==> config.mk <==
export PLATFORM = sky130hd
export DESIGN_NAME = waterbear_core
export DESIGN_NICKNAME = d
export VERILOG_FILES = /design/src/rtl/waterbear_core.sv
export SDC_FILE = /design/constraint.sdc
export NUM_CORES = 1
export LEC_CHECK = 0
export CORE_MARGIN = 2
export CORE_UTILIZATION = 23
export DETAILED_ROUTE_END_ITERATION = 10
export DONT_BUFFER_PORTS = 1
export GPL_ROUTABILITY_DRIVEN = 1
export GPL_TIMING_DRIVEN = 0
export SYNTH_ARGS = -nofsm -noshare
export SYNTH_HDL_FRONTEND = slang
export SYNTH_SLANG_ARGS = --single-unit
==> constraint.sdc <==
create_clock -name clk -period 9.87 [get_ports clk]
set_clock_uncertainty 0.05 [all_clocks]
set_input_delay 0.987 -clock clk [delete_from_list [all_inputs] [get_ports clk]]
set_output_delay 0.987 -clock clk [all_outputs]
set_load 0.01 [all_outputs]
==> src/rtl/waterbear_core.sv <==
// Multi-cycle accumulator CPU: fetch/decode/execute/writeback FSM, internal data memory.
// Optional WATERBEAR_TRACE_EN adds a retire trace port (trace_valid/trace_pc/trace_ir).
module waterbear_core #(
  parameter int unsigned DATA_W     = 8,
  parameter int unsigned PC_W       = 8,
  parameter int unsigned DMEM_DEPTH = 64
) (
  input  logic              clk,
  input  logic              rst,
  output logic              imem_req,
  output logic [PC_W-1:0]   imem_addr,
  input  logic [15:0]       imem_rdata,
  input  logic              imem_valid,
  output logic [PC_W-1:0]   pc,
  output logic [DATA_W-1:0] acc,
  output logic              zero_flag,
  output logic              carry_flag,
  output logic              halted,
  output logic              retire
`ifdef WATERBEAR_TRACE_EN
  ,
  output logic              trace_valid,
  output logic [PC_W-1:0]   trace_pc,
  output logic [15:0]       trace_ir
`endif
);

  localparam int unsigned AW = $clog2(DMEM_DEPTH);

  localparam logic [3:0] OP_LDR = 4'd1;
  localparam logic [3:0] OP_STR = 4'd2;
  localparam logic [3:0] OP_ADD = 4'd3;
  localparam logic [3:0] OP_SUB = 4'd4;
  localparam logic [3:0] OP_EQU = 4'd5;
  localparam logic [3:0] OP_JMP = 4'd6;
  localparam logic [3:0] OP_HLT = 4'd7;
  localparam logic [3:0] OP_JZ  = 4'd8;

  typedef enum logic [2:0] {
    S_FETCH,
    S_DECODE,
    S_EXECUTE,
    S_WRITEBACK,
    S_HALT
  } state_t;

  state_t              r_state;
  state_t              w_next;
  logic [15:0]         r_ir;
  logic [PC_W-1:0]     r_pc;
  logic [DATA_W-1:0]   r_acc;
  logic [DATA_W-1:0]   r_src;
  logic [3:0]          r_opc;
  logic [AW-1:0]       r_addr;
  logic                r_z;
  logic                r_c;
  logic                r_retire;
  logic [DATA_W-1:0]   r_dmem [DMEM_DEPTH];
  logic [DATA_W:0]     w_sum;
  logic [DATA_W:0]     w_diff;
  logic                w_unused_rsvd;

  assign w_sum         = {1'b0, r_acc} + {1'b0, r_src};
  assign w_diff        = {1'b0, r_acc} - {1'b0, r_src};
  assign w_unused_rsvd = ^r_ir[10:8];

  // rst also masks the request so no fetch is advertised while reset is held
  assign imem_req   = (r_state == S_FETCH) && !rst;
  assign imem_addr  = r_pc;
  assign pc         = r_pc;
  assign acc        = r_acc;
  assign zero_flag  = r_z;
  assign carry_flag = r_c;
  assign halted     = (r_state == S_HALT);
  assign retire     = r_retire;

  always_ff @(posedge clk) begin
    if (rst) r_state <= S_FETCH;
    else     r_state <= w_next;
  end

  always_comb begin
    w_next = r_state;
    case (r_state)
      S_FETCH:     if (imem_valid) w_next = S_DECODE;
      S_DECODE:    w_next = S_EXECUTE;
      S_EXECUTE:   w_next = (r_opc == OP_HLT) ? S_HALT : S_WRITEBACK;
      S_WRITEBACK: w_next = S_FETCH;
      S_HALT:      w_next = S_HALT;
      default:     w_next = S_FETCH;
    endcase
  end

  always_ff @(posedge clk) begin
    if (rst) begin
      r_ir     <= '0;
      r_pc     <= '0;
      r_acc    <= '0;
      r_src    <= '0;
      r_opc    <= '0;
      r_addr   <= '0;
      r_z      <= 1'b0;
      r_c      <= 1'b0;
      r_retire <= 1'b0;
    end else begin
      // EXECUTE always leads to WRITEBACK or HALT entry, both of which retire
      r_retire <= (r_state == S_EXECUTE);
      case (r_state)
        S_FETCH: begin
          if (imem_valid) begin
            r_ir <= imem_rdata;
            r_pc <= r_pc + PC_W'(1);
          end
        end
        S_DECODE: begin
          r_opc  <= r_ir[15:12];
          r_addr <= r_ir[AW-1:0];
          r_src  <= r_ir[11] ? DATA_W'(r_ir[7:0]) : r_dmem[r_ir[AW-1:0]];
        end
        S_EXECUTE: begin
          case (r_opc)
            OP_LDR: begin
              r_acc <= r_src;
              r_z   <= (r_src == '0);
            end
            OP_ADD: begin
              {r_c, r_acc} <= w_sum;
              r_z          <= (w_sum[DATA_W-1:0] == '0);
            end
            OP_SUB: begin
              r_acc <= w_diff[DATA_W-1:0];
              r_c   <= w_diff[DATA_W];
              r_z   <= (w_diff[DATA_W-1:0] == '0);
            end
            OP_EQU: r_z <= (r_acc == r_src);
            OP_JMP: r_pc <= r_src[PC_W-1:0];
            OP_JZ:  if (r_z) r_pc <= r_src[PC_W-1:0];
            default: ;
          endcase
        end
        default: ;
      endcase
    end
  end

  always_ff @(posedge clk) begin
    if (!rst && (r_state == S_EXECUTE) && (r_opc == OP_STR)) r_dmem[r_addr] <= r_acc;
  end

`ifdef WATERBEAR_TRACE_EN
  logic [PC_W-1:0] r_fetch_pc;
  logic            r_trace_valid;
  logic [PC_W-1:0] r_trace_pc;
  logic [15:0]     r_trace_ir;

  always_ff @(posedge clk) begin
    if (rst) begin
      r_fetch_pc    <= '0;
      r_trace_valid <= 1'b0;
      r_trace_pc    <= '0;
      r_trace_ir    <= '0;
    end else begin
      r_trace_valid <= (r_state == S_EXECUTE);
      if ((r_state == S_FETCH) && imem_valid) r_fetch_pc <= r_pc;
      if (r_state == S_EXECUTE) begin
        r_trace_pc <= r_fetch_pc;
        r_trace_ir <= r_ir;
      end
    end
  end

  assign trace_valid = r_trace_valid;
  assign trace_pc    = r_trace_pc;
  assign trace_ir    = r_trace_ir;
`endif

endmodule

==> results of run 1 <==
==> cell families after synthesis <==
kind of cell	Yosys count	synth area share
adders and majority gates	20	0.0114
AOI/OAI and AO/OA	170	0.0471
buffers and inverters	99	0.0200
muxes	162	0.152
xor gates and xnor gates	8	0.00302
DFF	571	0.714
and+or+nand+nor	260	0.0526
==> registers in the layout (all words and copies together) (netlist names), named ones only <==
signal	count
r_state	3
r_addr	6
retire	1
acc	8
imem_addr	8
carry_flag	1
r_opc	4
r_src	8
zero_flag	1
r_dmem	512
r_ir	13
==> area by class of cell <==
cell class,instances,area [um^2]
fill,9895,73100
multi-input combinational,620,6170
timing repair buffer,8,168
tap,1298,1620
clock inverter,37,407
sequential,571,16600
inverter,17,63.8
clock buffer,71,1520
buffer,82,400
==> stage by stage <==
step                total power, mW  area, um^2  hold slack, ps
finish                         5.14       26900             413
global route                   5.30       26900             425
CTS                            5.18       26900             411
detailed placement             2.97       25000             402
global placement               2.97       24800             406
floorplan                      2.87       23200             382
==> power by group through the flow <==
| stage | clock network, mW | logic, mW | registers (mW) |
|---|---|---|---|
| 2_1_floorplan | 0 | 0.203 | 2.67 |
| 3_3_place_gp | 0 | 0.286 | 2.68 |
| 3_5_place_dp | 0 | 0.292 | 2.68 |
| 4_1_cts | 2.26 | 0.293 | 2.63 |
| 5_1_grt | 2.35 | 0.312 | 2.63 |
| 6_report | 2.22 | 0.293 | 2.63 |
==> Yosys cell counts, types with 4 or more instances <==
library cell	instances	area, um^2
mux2i_1	9	90.1
nand2_1	71	267
buf_4	20	150
dfxtp_1	59	1180
xnor2_1	6	52.6
mux4_2	152	3420
or3_1	5	31.3
ha_1	18	225
nand2b_1	7	43.8
nor2b_1	22	138
o21ai_0	30	150
nand3_1	14	70.1
nor3_1	7	35.0
nor4_1	4	25.0
nand3b_1	8	60.1
o21ai_1	8	40.0
o22ai_1	4	25.0
buf_2	14	70.1
a221oi_1	4	35.0
a21oi_1	48	240
a211oi_1	33	248
clkbuf_1	42	158
buf_1	6	22.5
a22oi_1	13	97.6
inv_1	17	63.8
nor2_1	101	379
edfxtp_1	512	15400
==> worst max-delay path, delay by kind of cell, from the launching register on <==
kind	cells	cell delay [ps]
buffers and inverters	1	180
flip-flops	1	310
AND/OR/NAND/NOR	4	2820
==> cells in the final DEF, fill, tap and decap left out, types with 14 or more instances in the layout <==
| cell | n |
|---|---|
| a211oi_1 | 33 |
| a21oi_1 | 48 |
| buf_2 | 14 |
| buf_4 | 20 |
| clkbuf_1 | 54 |
| clkbuf_16 | 59 |
| dfxtp_1 | 51 |
| edfxtp_1 | 512 |
| ha_1 | 18 |
| inv_1 | 17 |
| mux4_2 | 152 |
| nand2_1 | 71 |
| nand3_1 | 14 |
| nor2_1 | 101 |
| nor2b_1 | 22 |
| o21ai_0 | 30 |
==> how the worst max path moves through the flow <==
| stage | end | slack, ps | depth (start not counted) |
|---|---|---|---|
| floorplan | zero_flag | 6510 | 8 |
| global placement | zero_flag | 4930 | 8 |
| detailed placement | r_dmem[55][6] | 5770 | 4 |
| CTS | r_dmem[55][7] | 6200 | 5 |
| global route | r_dmem[38][5] | 5990 | 5 |
| finish | r_dmem[15][6] | 6130 | 5 |
==> layer usage <==
layer	vias to the layer above	track usage	part of all wire
li1	5306	-	-
met1	6517	0.144	0.42
met2	434	0.184	0.49
met3	103	0.0260	0.070
met4	0	0.0363	0.027
met5	-	0	0
==> results.md, run 1 <==
- N_diodes: 0
- DR WL/cell: roughly 22 um
- Initial core utilization: 0.232
- Seq pwr share: 0.511
- Initial antenna violation count: 0
- Switching Share: 0.219
- CP arrival: 3940 ps
- Worst setup margin: roughly 6100 ps
- Post-route DRC: 0
- Clock tree buffer depth: 3
- Syn_area_per_cell: approximately 18 um^2
- Most used DFF post-synth: edfxtp_1
- Area growth syn-to-layout: 16.1%
- Via count: 12400
- Seq/Total Area, Yosys: 0.714
- TritonCTS clock tree: done
- CTS root buf: clkbuf_16
- NumNets Final: around 1400
- Syn Nets: 1329
- Crit share post-route: 0.378
- Vias per inst: 4.57
- #FFs+latches synth: roughly 570
- Max-cap viol count: 0
- Crit path from: r_opc[0]
- Crit-path slowest cell: nor2_1
- Async set or reset register ratio after synthesis: 0
- Post CTS Setup Buffer Count: 0
- Setup-failing EPs final: 0
- DRT Pass-1 Iters: 6
- Max Slew Vio Count: 0
- Tmin final: 3740 ps
- Clk pwr share: 0.432
- 1st-iter DRT viols: roughly 1400
- # IOs: 48
- Min-delay worst type: reg -> reg
- Worst-case reg-to-reg path depth: 5
- RR Endpoint: r_dmem[15][6]
- Cell Count, Final, Fillers Out: 2704
- Layout cells sized above 1: 0.214
- Post-cts sizing count: 0
- Critical path, cell by cell: buf_2 > or4b_2 > nor4b_2 > nand3_1 > nor2_1
- Post-placement setup slack: 5770 ps
- Tightest Pin Transition: 1310 ps
- Hold Path End: r_opc[1]
- DP HPWL: between 30 and 40 mm
- Setup CP Type: reg -> reg
- Later-pin clock latency in the skew report: 650 ps
- CP required: 10070 ps
- Row count: between 100 and 150
- Combinational cell fraction of total power: 0.057
- Pwr per Cell Area: about 190 nW/um^2
- CP Capture Type: register
- P_int: approximately 4 mW
- Ys Warns: 0
- RePlAce Congestion: between 0.8 and 0.9
- NetSw: 1.13 mW
- IO buf count: 0
- Worst R2R Setup Slack: 6130 ps
- Vias in the first global route: about 13000
- Total Routing Usage GR: 0.111
- Max FO, Critical Path: 10
- Final TNS setup: 0 ps
- Worst setup SP type: register
- Library cells used by synthesis: 64
- Die area: 103000 um^2
- CTS Sinks: 571
- Total CTS buffers: a little under 60
- Mapped cell area: 23200 um^2
- Post-synth EDFFs: 512
- Min-delay src: r_ir[13]
- Fin util: 0.269
- Largest net degree at the start of global routing: 69
- Die Ht: 322 um
- Hold Crit Depth: 2
- Final WL: 58.2 mm
- Syn Inst Count: 1290
- Grt ovf: 0
- Post-route ant nets: 0
- F_max: 0.268 GHz
- # H-tree levels: 2
- Final hold vios: 0
- Clock Pin Slew Worst Setup and Hold Paths: 60 ps
- Leak: between 8 and 9 nW
- Reg-to-Reg Start: r_opc[0]
- Core ar.: 100000 um^2
- Largest stage delay on the critical path: 930 ps
- Placed insts: around 2600
- RSZ-0062 raised after global routing: false
- CTS hold repair buffers: 0
- Status: completed
- Max_slew headroom: 0.114
- VDD IR max: approximately 180 uV
- Die Width: 322 um
- First-pass GRT wire length: 85.6 mm
Power figures use the tool's default switching activity.
==> run 2, diff against run 1 <==
- clock period: 9.87 -> 3.5 ns (I/O delays scaled with it)
==> run 2 against run 1 <==
Against the previous run:
- the flow now finishes with violations (negative setup slack)
- power rose to 2.8 times the previous value
- clock power rose to 2.8 times the previous value
- utilization up 0.31 points
- clock-buffer cell count unchanged
- hold slack worse by 320 ps
- non-clock buffer count up 14
- final area up 1.1%
- wire length about the same
- largest power group unchanged
==> results.md, run 2 (synthesis results as in run 1) <==
- Die Width: 322 um (unchanged)
- Most flop-heavy register: r_dmem
- Pwr per Cell Area: 533 nW/um^2 (+180%)
- Crit share post-route: 1.03 (+0.649)
- Total Routing Usage GR: 0.112 (+0.000438)
- Seq pwr share: 0.510 (about the same)
- Failing checks: negative setup slack
- Post-route ant nets: 0 (unchanged)
- Status: finished, violations left
- Largest net degree at the start of global routing: 69 (unchanged)
- Storage cell area: 16600 um^2 (about the same)
- Post-route DRC: 0 (unchanged)
- Largest register FFs: 512 (unchanged)
- VDD IR max: 510 uV (+180%)
- N_diodes: 0 (unchanged)
- Reg-to-Reg Start: r_opc[0]
- Placed standard-cell area: 25000 um^2 (unchanged)
- DRT Pass-1 Iters: 6 (unchanged)
- DP HPWL: 38.9 mm (unchanged)
- P_int: 11.3 mW (+180%)
- CP arrival: 3800 ps (-140 ps)
- Min-delay worst type: in -> reg
- Layout fillers: 9891 (-0.040%)
- Worst-case reg-to-reg path depth: 5 (unchanged)
- Die area: 103000 um^2 (unchanged)
- Combinational cell fraction of total power: 0.058 (about the same)
- Via count: 12400 (+0.32%)
- # IOs: 48 (unchanged)
- Worst setup SP type: register
- Worst R2R Setup Slack: -90 ps (-6230 ps)
- Crit-path slowest cell: nor2_1
- Initial core utilization: 0.232 (unchanged)
- Critical path, cell by cell: buf_2 > or4b_2 > nor4_2 > nand2_1 > nor2_1
- Core ar.: 100000 um^2 (unchanged)
- Post-route design area: 27200 um^2 (+1.1%)
- Grt ovf: 0 (unchanged)
- Setup-failing EPs final: 51 (+51)
- RSZ-0062 raised after global routing: true
- Largest registers: r_dmem x512, r_ir x13
- F_max: 0.278 GHz (+3.9%)
- Leak: 8.39 nW (+0.67%)
- Final hold vios: 0 (unchanged)
- Hold Path End: r_ir[15]
- Area of the multi-input gates: 6330 um^2 (+2.6%)
- Vias per inst: 4.56 (-0.19%)
- TritonCTS clock tree: done
- Commonest non-fill, non-tap cells in the layout: edfxtp_1, mux4_2, nand2_1
- Max FO, Critical Path: 10 (unchanged)
- Switching Share: 0.219 (about the same)
- Top delay family on crit path: simple AND/OR/NAND/NOR gates
- Commonest non-fill, non-tap cell in the layout: edfxtp_1
- Later-pin clock latency in the skew report: 650 ps (about the same)
- Max Slew Vio Count: 0 (unchanged)
- Tmin final: 3590 ps (-141 ps)
- Worst setup margin: -94.5 ps (-6230 ps)
- Setup CP Type: reg -> reg
- Clock tree buffer depth: 3 (unchanged)
- Max_slew headroom: 0.142 (+0.0282)
- IO buf count: 0 (unchanged)
- Largest stage delay on the critical path: 850 ps (-80 ps)
- First-pass GRT wire length: 85.8 mm (+0.32%)
- NumNets Final: 1411 (+1.0%)
- Die Ht: 322 um (unchanged)
- Buf+Inv Stages, Crit Path: 1 (unchanged)
- Vias in the first global route: 12600 (+0.45%)
- Tightest Pin Transition: 1270 ps (-41.7 ps)
- # H-tree levels: 2 (unchanged)
- Worst hold slack: 92.5 ps (-321 ps)
- Clock Pin Slew Worst Setup and Hold Paths: 60 ps (about the same)
- Power Total: 14.5 mW (+180%)
- RR Endpoint: r_dmem[12][0]
- Layout cells sized above 1: 0.255 (+0.0408)
- Total CTS buffers: 58 (unchanged)
- Initial antenna violation count: 0 (unchanged)
- RePlAce Congestion: 0.831 (unchanged)
- Row count: 116 (unchanged)
- CP Capture Type: register
- CTS root buf: clkbuf_16
- CP required: 3710 ps (-6360 ps)
- Clk pwr share: 0.432 (about the same)
- Hold Crit Depth: 4 (+2)
- Min-delay src: imem_valid
- CTS Sinks: 571 (unchanged)
- 1st-iter DRT viols: 1335 (-5.3%)
- Final WL: 58.3 mm (about the same)
- Area growth syn-to-layout: 17.4%
- NetSw: 3.19 mW (+180%)
- Max-cap viol count: 0 (unchanged)
- Post CTS Setup Buffer Count: 0 (unchanged)
- DR WL/cell: 21.4 um (-0.47%)
- Post-placement setup slack: -155 ps (-5920 ps)
- Final TNS setup: -3340 ps (-3340 ps)
## run 2: cell types whose count changed in the layout (fill, tap and decap cells not counted)
cell           before  now
nor2_1            101   46
nor2_2              0   55
dlygate4sd3_1       0   14
nand2_1            71   67
nand2_2             0    4
dfxtp_2             7    4
dfxtp_4             1    4
nand3_1            14   12
nand3_2             0    2
## run 2: stage by stage
step | util | instances
after floorplan | - | 1290
after global placement | 0.248 | 2588
after detailed placement | 0.250 | 2596
after CTS | 0.271 | 2718
after global routing | 0.272 | 2718
final | 0.272 | 2718
## run 2: final cells by class
type	count	area share
sequential	571	0.609
multi-input combinational	620	0.232
tap	1298	0.0596
clock buffer	71	0.0559
clock inverter	37	0.0149
buffer	82	0.0147
timing repair buffer	22	0.0113
inverter	17	0.00234
## run 2: worst max-delay path by stage
stage	slack [ps]	endpoint	from	cells after the start
3_3_place_gp	-1440	zero_flag	acc[1]	8
3_5_place_dp	-160	r_dmem[55][6]	r_opc[0]	5
5_1_grt	-190	r_dmem[2][6]	r_opc[0]	5
6_report	-90	r_dmem[12][0]	r_opc[0]	5
2_1_floorplan	140	zero_flag	acc[1]	8
4_1_cts	-170	r_dmem[55][7]	r_opc[0]	5
## run 2: tightest hold or removal path: cells and delay by family
| kind | cells | cell delay [ps] |
|---|---|---|
| compound gates | 1 | 50 |
| simple gates | 3 | 320 |
## run 2: routing by layer
metal	GRT usage	routed length, um	vias to the layer above	share of wire
li1	-	-	5341	-
met4	0.0404	1580	0	0.027
met3	0.0248	3930	101	0.068
met1	0.145	24300	6541	0.42
met5	0	0	-	0
met2	0.183	28400	417	0.49
## run 2: power by group through the flow
stage	registers, mW	clock network [mW]	logic [mW]
after floorplan	7.54	0	0.571
after global placement	7.57	0	0.807
after detailed placement	7.56	0	0.823
after CTS	7.42	6.37	0.841
after global routing	7.41	6.64	0.896
final	7.41	6.27	0.841
## run 2: what timing repair did
item                                    4_1_cts  5_1_grt
pin swaps                                     0        0
endpoints found under the setup margin      229      371
resized for setup                            27       37
endpoints found under the hold margin        20        0
hold buffers                                 14        0
==> run 3, diff against run 2 <==
- ABC_AREA: default -> 1
- CORE_MARGIN: 2 -> 1.5
==> run 3 against run 2 <==
Against the previous run:
- the run now ends clean
- utilization shrank 0.44 points
- via count grew 38%
- first-iteration DRC count grew 53%
- clock-buffer cell count shrank 4
- sequential share of layout area shrank 2.1 points
- clock power shrank 3.8%
- critical endpoint is now r_dmem[53][3]
==> results.md, run 3 <==
- Status: completed
- Main combinational cell family by area after synthesis: simple AND/OR/NAND/NOR gates
- First-pass GRT wire length: 107 mm (+25%)
- Top cell by count, worst path: nor2_4
- Library cells used by synthesis: 49 (-23%)
- Final WL: 73.8 mm (+27%)
- VDD IR max: 376 uV (-26%)
- Crit share post-route: 0.879 (-0.148)
- Setup-failing EPs final: 0 (-100%)
- Layout cells sized above 1: 0.0982 (-0.157)
- Die area: 108000 um^2 (+4.5%)
- Clock tree buffer depth: 3 (unchanged)
- Max FO, Critical Path: 9 (-1)
- Post CTS Setup Buffer Count: 0 (unchanged)
- Clock Pin Slew Worst Setup and Hold Paths: 70 ps (about the same)
- Post-route design area: 28200 um^2 (+3.6%)
- Post-route ant nets: 0 (unchanged)
- Initial core utilization: 0.232 (about the same)
- Most flop-heavy register: r_dmem
- Final hold vios: 0 (unchanged)
- Pwr per Cell Area: 579 nW/um^2 (+8.6%)
- Synth Area in Simple Gates: 0.230 (+0.178)
- CP Capture Type: register
- Most used DFF post-synth: edfxtp_1
- IO buf count: 0 (unchanged)
- Post-synthesis compound-gate area fraction: 0.0299 (-0.0172)
- # IOs: 48 (unchanged)
- RSZ-0062 raised after global routing: false
- Grt ovf: 0 (unchanged)
- Max-cap viol count: 0 (unchanged)
- Adder-cell share of the synthesized area: 0.0109 (-0.000563)
- Largest stage delay on the critical path: 900 ps (+50 ps)
- Commonest non-fill, non-tap cells in the layout: nand2_1, edfxtp_1, nand3_1
- Max Slew Vio Count: 0 (unchanged)
- Total CTS buffers: 54 (-6.9%)
- Dominant cells by area after synthesis: edfxtp_1, nand3_1, nand2_1
- #FFs+latches synth: 571 (unchanged)
- Core ar.: 105000 um^2 (+5.3%)
- Ys Warns: 0 (unchanged)
- Vias in the first global route: 16100 (+28%)
- Fin util: 0.268 (-0.00440)
- Post-synth top area share: 0.630 (-0.0326)
- Power Total: 16.3 mW (+12%)
- Tightest Pin Transition: 1160 ps (-109 ps)
- RePlAce Congestion: 0.921 (+11%)
- 1st-iter DRT viols: 2044 (+53%)
- Post-synth top cells: nand2_1, edfxtp_1, nand3_1
- TritonCTS clock tree: done
- Area growth syn-to-layout: 15.6%
- Setup CP Type: reg -> reg
- Largest net degree at the start of global routing: 69 (unchanged)
- Leak: 10.3 nW (+23%)
- Crit-path slowest cell: nor2_1
- Via count: 17200 (+38%)
- Tmin final: 3080 ps (-517 ps)
- # H-tree levels: 2 (unchanged)
- Worst setup SP type: register
- CTS Sinks: 571 (unchanged)
- Later-pin clock latency in the skew report: 640 ps (about the same)
- Commonest non-fill, non-tap cell in the layout: nand2_1
- NumNets Final: 2336 (+66%)
- Syn Nets: 2264 (+70%)
- DR WL/cell: 19.8 um (-7.7%)
- Row count: 119 (+2.6%)
- Post-synthesis xor/xnor area fraction: 0.00287 (-0.000149)
- Post-synth EDFFs: 512 (unchanged)
- Largest registers: r_dmem x512, r_ir x13
- DP HPWL: 50.1 mm (+29%)
- Min-delay worst type: in -> reg
- Total Routing Usage GR: 0.134 (+0.0225)
- Initial antenna violation count: 0 (unchanged)
- Max_slew headroom: 0.223 (+0.0816)
- Post-cts sizing count: 0 (-100%)
- Async set or reset register ratio after synthesis: 0 (unchanged)
- Most frequent cell after synthesis: nand2_1
- Mapped cell area: 24400 um^2 (+5.2%)
- Syn Inst Count: 2225 (+72%)
- Placed standard-cell area: 26300 um^2 (+5.2%)
- CP required: 3690 ps (-20 ps)
- N_diodes: 0 (unchanged)
- Die Ht: 329 um (+2.2%)
- Post-route DRC: 0 (unchanged)
- Die Width: 329 um (+2.2%)
- F_max: 0.325 GHz (+17%)
- Seq/Total Area, Yosys: 0.679 (-0.0351)
- Vias per inst: 4.60 (+0.75%)
- Critical path, cell by cell: nor2_4 > nand2_4 > nor2_2 > nand4_1 > nor2_4 > nand3_2 > nor2_1
- Cell taking the most area after synthesis: edfxtp_1
- Post-synthesis mux area share: 0 (-0.152)
- CP arrival: 3270 ps (-530 ps)
- DRT Pass-1 Iters: 5 (-1)
- Largest register FFs: 512 (unchanged)
- CTS root buf: clkbuf_16
- Syn_area_per_cell: 11.0 um^2 (-39%)
## run 3: worst paths after layout
path	cells after the start	end	from	slack [ps]
setup / recovery	7	r_dmem[53][3]	r_state[2]	420
hold / removal	2	r_ir[4]	imem_rdata[4]	20
hold reg to reg	2	r_ir[14]	r_ir[14]	400
setup reg to reg	7	r_dmem[53][3]	r_state[2]	420
## run 3: logic make-up after synthesis
kind of cell    count (synthesis)
xor+xnor                        8
compound gates                129
buf+inv                       208
flops                         571
fa+ha+maj                      20
simple gates                 1289
## run 3: repair_timing
item / CTS / global route
hold buffers: 11 / 0
setup endpoints to repair: 0 / 0
hold endpoints to repair: 14 / 0
## run 3: routing by layer
layer | part of all wire | global-route usage | up-vias
li1 | - | - | 7920
met1 | 0.42 | 0.182 | 8401
met5 | 0 | 0 | -
met3 | 0.075 | 0.0215 | 127
met2 | 0.46 | 0.211 | 711
met4 | 0.046 | 0.0602 | 0
## run 3: through the flow
step / setup TNS, ps / setup slack (ps) / hold slack, ps / std cells
2_1_floorplan: 0 / 614 / 370 / 2225
6_report: 0 / 422 / 19.7 / 3733
3_3_place_gp: -8160 / -1150 / 380 / 3616
4_1_cts: 0 / 454 / 3.57 / 3733
3_5_place_dp: 0 / 396 / 389 / 3621
5_1_grt: 0 / 274 / 28.0 / 3733
## run 3: critical path: cells and delay by family, from the launching register on
family,cells,cell delay [ps]
and+or+nand+nor,7,2290
DFF,1,330
## run 3: cell type report
cell class | count | area, um^2
Sequential cell | 571 | 16600
Clock inverter | 34 | 390
Multi-Input combinational cell | 1446 | 6680
Inverter | 73 | 279
Tap cell | 1391 | 1740
Timing Repair Buffer | 16 | 248
Clock buffer | 67 | 1400
Buffer | 135 | 873
Fill cell | 10800 | 77100
## run 3: power by group
part | internal [mW] | switching [mW] | leakage, nW
combinational | 0.762 | 1.83 | 3.56
sequential | 7.52 | 0.192 | 5.90
clock | 3.38 | 2.65 | 0.872
total | 11.7 | 4.67 | 10.3
